## src/rtl/baby_alu_pkg.sv

```systemverilog
// Shared definitions for the Manchester Baby ALU blocks: mode encoding,
// serial FSM states and the default datapath width.
package baby_alu_pkg;
  localparam int   DEF_WIDTH = 32;
  localparam logic MODE_SUB  = 1'b0;
  localparam logic MODE_NEG  = 1'b1;

  typedef enum logic [1:0] {
    S_IDLE = 2'd0,
    S_RUN  = 2'd1,
    S_DONE = 2'd2
  } serial_state_t;
endpackage

```

## src/rtl/serial_sub_digit.sv

```systemverilog
// One DIGIT-bit slice of the serial subtractor: d = a - b - bin, with the
// outgoing borrow taken as the inverted top bit of a DIGIT+1-bit subtract.
module serial_sub_digit #(
  parameter int DIGIT = 1
) (
  input  logic [DIGIT-1:0] a,
  input  logic [DIGIT-1:0] b,
  input  logic             bin,
  output logic [DIGIT-1:0] d,
  output logic             bout
);
  logic [DIGIT:0] diff;

  always_comb begin
    // The preset top bit survives only when no borrow leaves the slice
    diff = {1'b1, a} - {1'b0, b} - {{DIGIT{1'b0}}, bin};
    d    = diff[DIGIT-1:0];
    bout = ~diff[DIGIT];
  end
endmodule

```

## src/rtl/baby_serial_subtractor.sv

```systemverilog
// Multi-cycle A - B - borrow_in (or 0 - B - borrow_in) processed DIGIT bits
// per cycle, LSB first, with start/done handshake and zero/negative flags.
module baby_serial_subtractor
  import baby_alu_pkg::*;
#(
  parameter int WIDTH = DEF_WIDTH,
  parameter int DIGIT = 1
) (
  input  logic             clk,
  input  logic             rst_n,
  input  logic             start,
  input  logic             mode,
  input  logic             borrow_in,
  input  logic [WIDTH-1:0] data_a,
  input  logic [WIDTH-1:0] data_b,
  output logic             busy,
  output logic             done,
  output logic [WIDTH-1:0] result,
  output logic             borrow_out,
  output logic             zero,
  output logic             negative
);
  localparam int                N     = WIDTH / DIGIT;
  localparam int                CNT_W = (N > 1) ? $clog2(N) : 1;
  localparam logic [CNT_W-1:0] LAST  = CNT_W'(N - 1);

  generate
    if (WIDTH % DIGIT != 0) begin : g_bad_digit
      $error("baby_serial_subtractor: DIGIT must divide WIDTH");
    end
  endgenerate

  serial_state_t    state_q, state_d;
  logic [CNT_W-1:0] cnt_q, cnt_d;
  logic [WIDTH-1:0] a_q, a_d, b_q, b_d, sh_q, sh_d;
  logic [WIDTH-1:0] result_q, result_d;
  logic             br_q, br_d, bout_q, bout_d;

  logic [DIGIT-1:0]       dig_d;
  logic                   dig_bout;
  logic [WIDTH+DIGIT-1:0] sh_cat;
  logic [WIDTH-1:0]       sh_next;

  serial_sub_digit #(.DIGIT(DIGIT)) u_digit (
    .a    (a_q[DIGIT-1:0]),
    .b    (b_q[DIGIT-1:0]),
    .bin  (br_q),
    .d    (dig_d),
    .bout (dig_bout)
  );

  // New digit enters at the top so the LSB digit ends up at bit 0 after N shifts
  assign sh_cat  = {dig_d, sh_q};
  assign sh_next = sh_cat[WIDTH+DIGIT-1:DIGIT];

  always_comb begin
    state_d  = state_q;
    cnt_d    = cnt_q;
    a_d      = a_q;
    b_d      = b_q;
    br_d     = br_q;
    sh_d     = sh_q;
    result_d = result_q;
    bout_d   = bout_q;
    case (state_q)
      S_IDLE, S_DONE: begin
        state_d = S_IDLE;
        if (start) begin
          a_d     = (mode == MODE_NEG) ? '0 : data_a;
          b_d     = data_b;
          br_d    = borrow_in;
          cnt_d   = '0;
          state_d = S_RUN;
        end
      end
      S_RUN: begin
        a_d   = a_q >> DIGIT;
        b_d   = b_q >> DIGIT;
        br_d  = dig_bout;
        sh_d  = sh_next;
        cnt_d = cnt_q + 1'b1;
        if (cnt_q == LAST) begin
          state_d  = S_DONE;
          result_d = sh_next;
          bout_d   = dig_bout;
        end
      end
      default: state_d = S_IDLE;
    endcase
  end

  always_ff @(posedge clk or negedge rst_n) begin
    if (!rst_n) begin
      state_q  <= S_IDLE;
      cnt_q    <= '0;
      a_q      <= '0;
      b_q      <= '0;
      br_q     <= 1'b0;
      sh_q     <= '0;
      result_q <= '0;
      bout_q   <= 1'b0;
    end else begin
      state_q  <= state_d;
      cnt_q    <= cnt_d;
      a_q      <= a_d;
      b_q      <= b_d;
      br_q     <= br_d;
      sh_q     <= sh_d;
      result_q <= result_d;
      bout_q   <= bout_d;
    end
  end

  assign busy       = (state_q == S_RUN);
  assign done       = (state_q == S_DONE);
  assign result     = result_q;
  assign borrow_out = bout_q;
  assign zero       = (result_q == '0);
  assign negative   = result_q[WIDTH-1];
endmodule

```

## config.mk

```make
export PLATFORM = sky130hd
export DESIGN_NAME = baby_serial_subtractor
export DESIGN_NICKNAME = d
export VERILOG_FILES = /design/src/rtl/baby_alu_pkg.sv /design/src/rtl/serial_sub_digit.sv /design/src/rtl/baby_serial_subtractor.sv
export SDC_FILE = /design/constraint.sdc
export NUM_CORES = 1
export LEC_CHECK = 0
export BUFFER_PORTS_ARGS = -buffer_cell sky130_fd_sc_hd__buf_4
export CORE_MARGIN = 2
export CORE_UTILIZATION = 55
export CTS_CLUSTER_SIZE = 10
export DETAILED_ROUTE_END_ITERATION = 12
export PLACE_DENSITY = 0.83
export SYNTH_ARGS = -nofsm -noshare
export SYNTH_HDL_FRONTEND = slang
export SYNTH_SLANG_ARGS = --single-unit
export TNS_END_PERCENT = 10
```

## constraint.sdc

```tcl
create_clock -name clk -period 2.1 [get_ports clk]
set_input_delay 0.105 -clock clk [delete_from_list [all_inputs] [get_ports clk]]
set_output_delay 0.105 -clock clk [all_outputs]
set_load 0.1 [all_outputs]
```

==> reports/metrics.cfg <==
[sta]
fin_crit_ns=1.99
grt_setup_unrepaired=no
slew_violations=0
skew_ns=0.0105
max_freq_mhz=503
finalCritPeriodShare=0.946
setup_viol=0
timing.hold.ws_ns=0.135
worstMarginPinSlew_ns=0.800
setup_tns_ns=0
slew_headroom=0.465
finalHoldViolations=0

[cells_and_area]
stdcell_count=807
layout.nets=732
syn2layout_area_growth_pct=38.3
drive_gt1_frac=0.276

[die]
coreArea_um2=9860
io_pins=106
die_x_um=105
rows=36
start_util=0.571
die_h_um=105
dieArea_um2=11100

[global_route]
grt_pass1_vias=4644
grt_first_pass_wirelength_um=23000
grtUsageTotal=0.264
grt.overflow.total=0
antenna_found_initial=1
grt_start_max_net_pins=70

[critical_path]
max_stage_delay_ns=0.41
critPathLaunchType=flip-flop
slowest_stage=dfrtp_1
cp-end-kind=primary output
worstPathRequired_ns=2.00
path_class=reg2out
arrival_ns=1.88
crit_fanout=3
crit_chain=nor4_2 -> nand4_1 -> nor2_4 -> buf_6

[placed_design]
hpwlAfterDp_um=7510
port_buffers=105
routabilityCongestion=0.739
placed_cells=707

[min_path]
hp-class=in2async

[yosys]
synth_cell_types=31
yosys_warnings=0
ys_seq_elements=136
netlist_instances=495
synth_seq_area_share=0.604
avgSynthCellArea_um2=11.4
syn-cell-area_um2=5640
synth_nets=567

[drt]
avgRoutedWirePerCell_um=17.5
drtPass1Iterations=5
routed_via_density=5.66
dr_wl_met3_um=648
via_count=4566
dr_wl_met2_um=7250
routed_wirelength_um=14100
met1_length_um=5810
drc=0
dr.max_layer_used=met4
dr.first_iter.drc_count=289
drtAntennaViolNets=0

[clock_tree]
cts-root-buf=clkbuf_8
path_clk_slew_ns=0.06
cts_inserted_buffers=17
clkLatencyLatePin_ns=0.52
cts.sinks=136
cts_tree=built
clockBufferDepth=2
cts_setup_buffers=0
htree_num_levels=4

[power_and_ir_drop]
p_leak_nw=3.82
total_power_mw=12.4
p_per_area_nw_per_um2=1590
irDropWorstVdd_v=0.00158

[run]
cap_violations=0

[outcome]
run_status=completed

## stage by stage
| stage | worst slack, ns | cell area (µm²) | utilization |
|---|---|---|---|
| 6_report | 0.114 | 7800 | 0.790 |
| 5_1_grt | 0.00167 | 7800 | 0.790 |
| 4_1_cts | 0.0285 | 7790 | 0.789 |
| 3_5_place_dp | 0.166 | 6500 | 0.659 |
| 3_3_place_gp | 0.279 | 6500 | 0.659 |
| 2_1_floorplan | 0.189 | 5640 | - |
## final timing paths
| path | start | end | slack, ns | depth (start not counted) |
|---|---|---|---|---|
| setup / recovery | result[1]$_DFFE_PN0P_ | zero | 0.11 | 4 |
| hold / removal | rst_n | result[22]$_DFFE_PN0P_ | 0.14 | 2 |
| setup reg to reg | cnt_q[0]$_DFFE_PN0P_ | result[0]$_DFFE_PN0P_ | 0.23 | 6 |
| hold reg to reg | cnt_q[3]$_DFFE_PN0P_ | cnt_q[3]$_DFFE_PN0P_ | 0.47 | 1 |
| max in group asynchronous | rst_n | b_q[22]$_DFFE_PN0P_ | 1.31 | 3 |
| min in group clk | start | state_q[0]$_DFFE_PN0P_ | 0.21 | 4 |
## logic make-up (layout without fill, tap and decap cells)
| group | after synthesis | count (layout) | share of synthesized area |
|---|---|---|---|
| adders and majority gates | 3 | 3 | 0.00799 |
| AOI/OAI and AO/OA | 72 | 72 | 0.109 |
| muxes | 34 | 34 | 0.0675 |
| DFF | 136 | 136 | 0.604 |
| buffers and inverters | 40 | 218 | 0.0402 |
| other | 0 | 1 | 0 |
| and+or+nand+nor | 210 | 210 | 0.172 |
## what timing repair did
| item | in CTS | in global routing |
|---|---|---|
| resized for setup | 2 | 2 |
| hold buffers | 67 | 0 |
| endpoints found under the hold margin | 125 | 0 |
| endpoints found under the setup margin | 1 | 2 |
## cell usage in the layout, fill, tap and decap left out, types with 3 or more instances in the layout
| cell | netlist | layout |
|---|---|---|
| clkinv_4 | 0 | 3 |
| mux2_2 | 32 | 32 |
| a221o_1 | 31 | 31 |
| dfrtp_1 | 136 | 136 |
| a22o_1 | 3 | 3 |
| nor2_4 | 1 | 3 |
| and2_1 | 30 | 30 |
| buf_4 | 5 | 111 |
| nand4_1 | 3 | 3 |
| nor4_1 | 8 | 6 |
| inv_1 | 3 | 3 |
| nand2_1 | 125 | 125 |
| inv_6 | 0 | 4 |
| o21ai_0 | 4 | 4 |
| bufinv_16 | 0 | 3 |
| a22oi_1 | 32 | 32 |
| nand3_1 | 33 | 33 |
| clkbuf_16 | 0 | 16 |
| dlygate4sd3_1 | 0 | 67 |
## Yosys cell counts, drive strengths merged
| cell type | count | area share |
|---|---|---|
| a22o | 3 | 0.0047 |
| inv | 4 | 0.0040 |
| o21ai | 4 | 0.0036 |
| a21o | 1 | 0.0013 |
| a22oi | 32 | 0.043 |
| mux2 | 32 | 0.064 |
| nor3b | 1 | 0.0013 |
| clkbuf | 11 | 0.0073 |
| nand2b | 2 | 0.0022 |
| buf | 25 | 0.029 |
| nand3b | 1 | 0.0020 |
| dfrtp | 136 | 0.60 |
| and2 | 30 | 0.033 |
| nand4 | 3 | 0.0033 |
| fa | 1 | 0.0036 |
| and3 | 1 | 0.0011 |
| nand2 | 125 | 0.083 |
| nor3 | 1 | 0.00089 |
| nand3 | 33 | 0.029 |
| ha | 2 | 0.0044 |
| nor4 | 8 | 0.0089 |
| a221o | 31 | 0.055 |
| mux2i | 2 | 0.0036 |
| a32o | 1 | 0.0018 |
| nor2 | 3 | 0.0038 |
| nor2b | 2 | 0.0022 |
## area by class of cell
| cell class | instances | area (µm²) |
|---|---|---|
| clock buffers | 20 | 435 |
| clock inverters | 12 | 164 |
| well taps | 133 | 166 |
| inverters | 4 | 22.5 |
| fillers | 572 | 2070 |
| multi-input cells | 319 | 2040 |
| repair buffers | 182 | 1570 |
| diodes | 1 | 2.50 |
| flip-flops and latches | 136 | 3400 |
## registers in the layout (all words and copies together), names as in the netlist
| signal | flops |
|---|---|
| cnt_q | 5 |
| b_q | 32 |
| state_q | 2 |
| borrow_out | 1 |
| br_q | 1 |
| sh_q | 31 |
| a_q | 32 |
| result | 32 |
## power by group
group / internal (mW) / switching [mW] / total (mW)
logic: 1.58 / 3.38 / 4.97
registers: 3.68 / 0.765 / 4.44
clock network: 1.86 / 1.14 / 3.00
total: 7.12 / 5.29 / 12.4
## worst max-delay path: cells and delay by family (launching register included)
family                 cells  cell delay (ns)
flip-flops                 1             0.41
AND/OR/NAND/NOR            3             0.72
buffers and inverters      1             0.23
## routing by layer
metal / vias up / GRT usage
li1: 2084 / -
met4: 0 / 0.106
met2: 156 / 0.445
met1: 2289 / 0.333
met3: 37 / 0.0569
met5: - / 0
No activity file was read; power rests on OpenSTA's default activity.
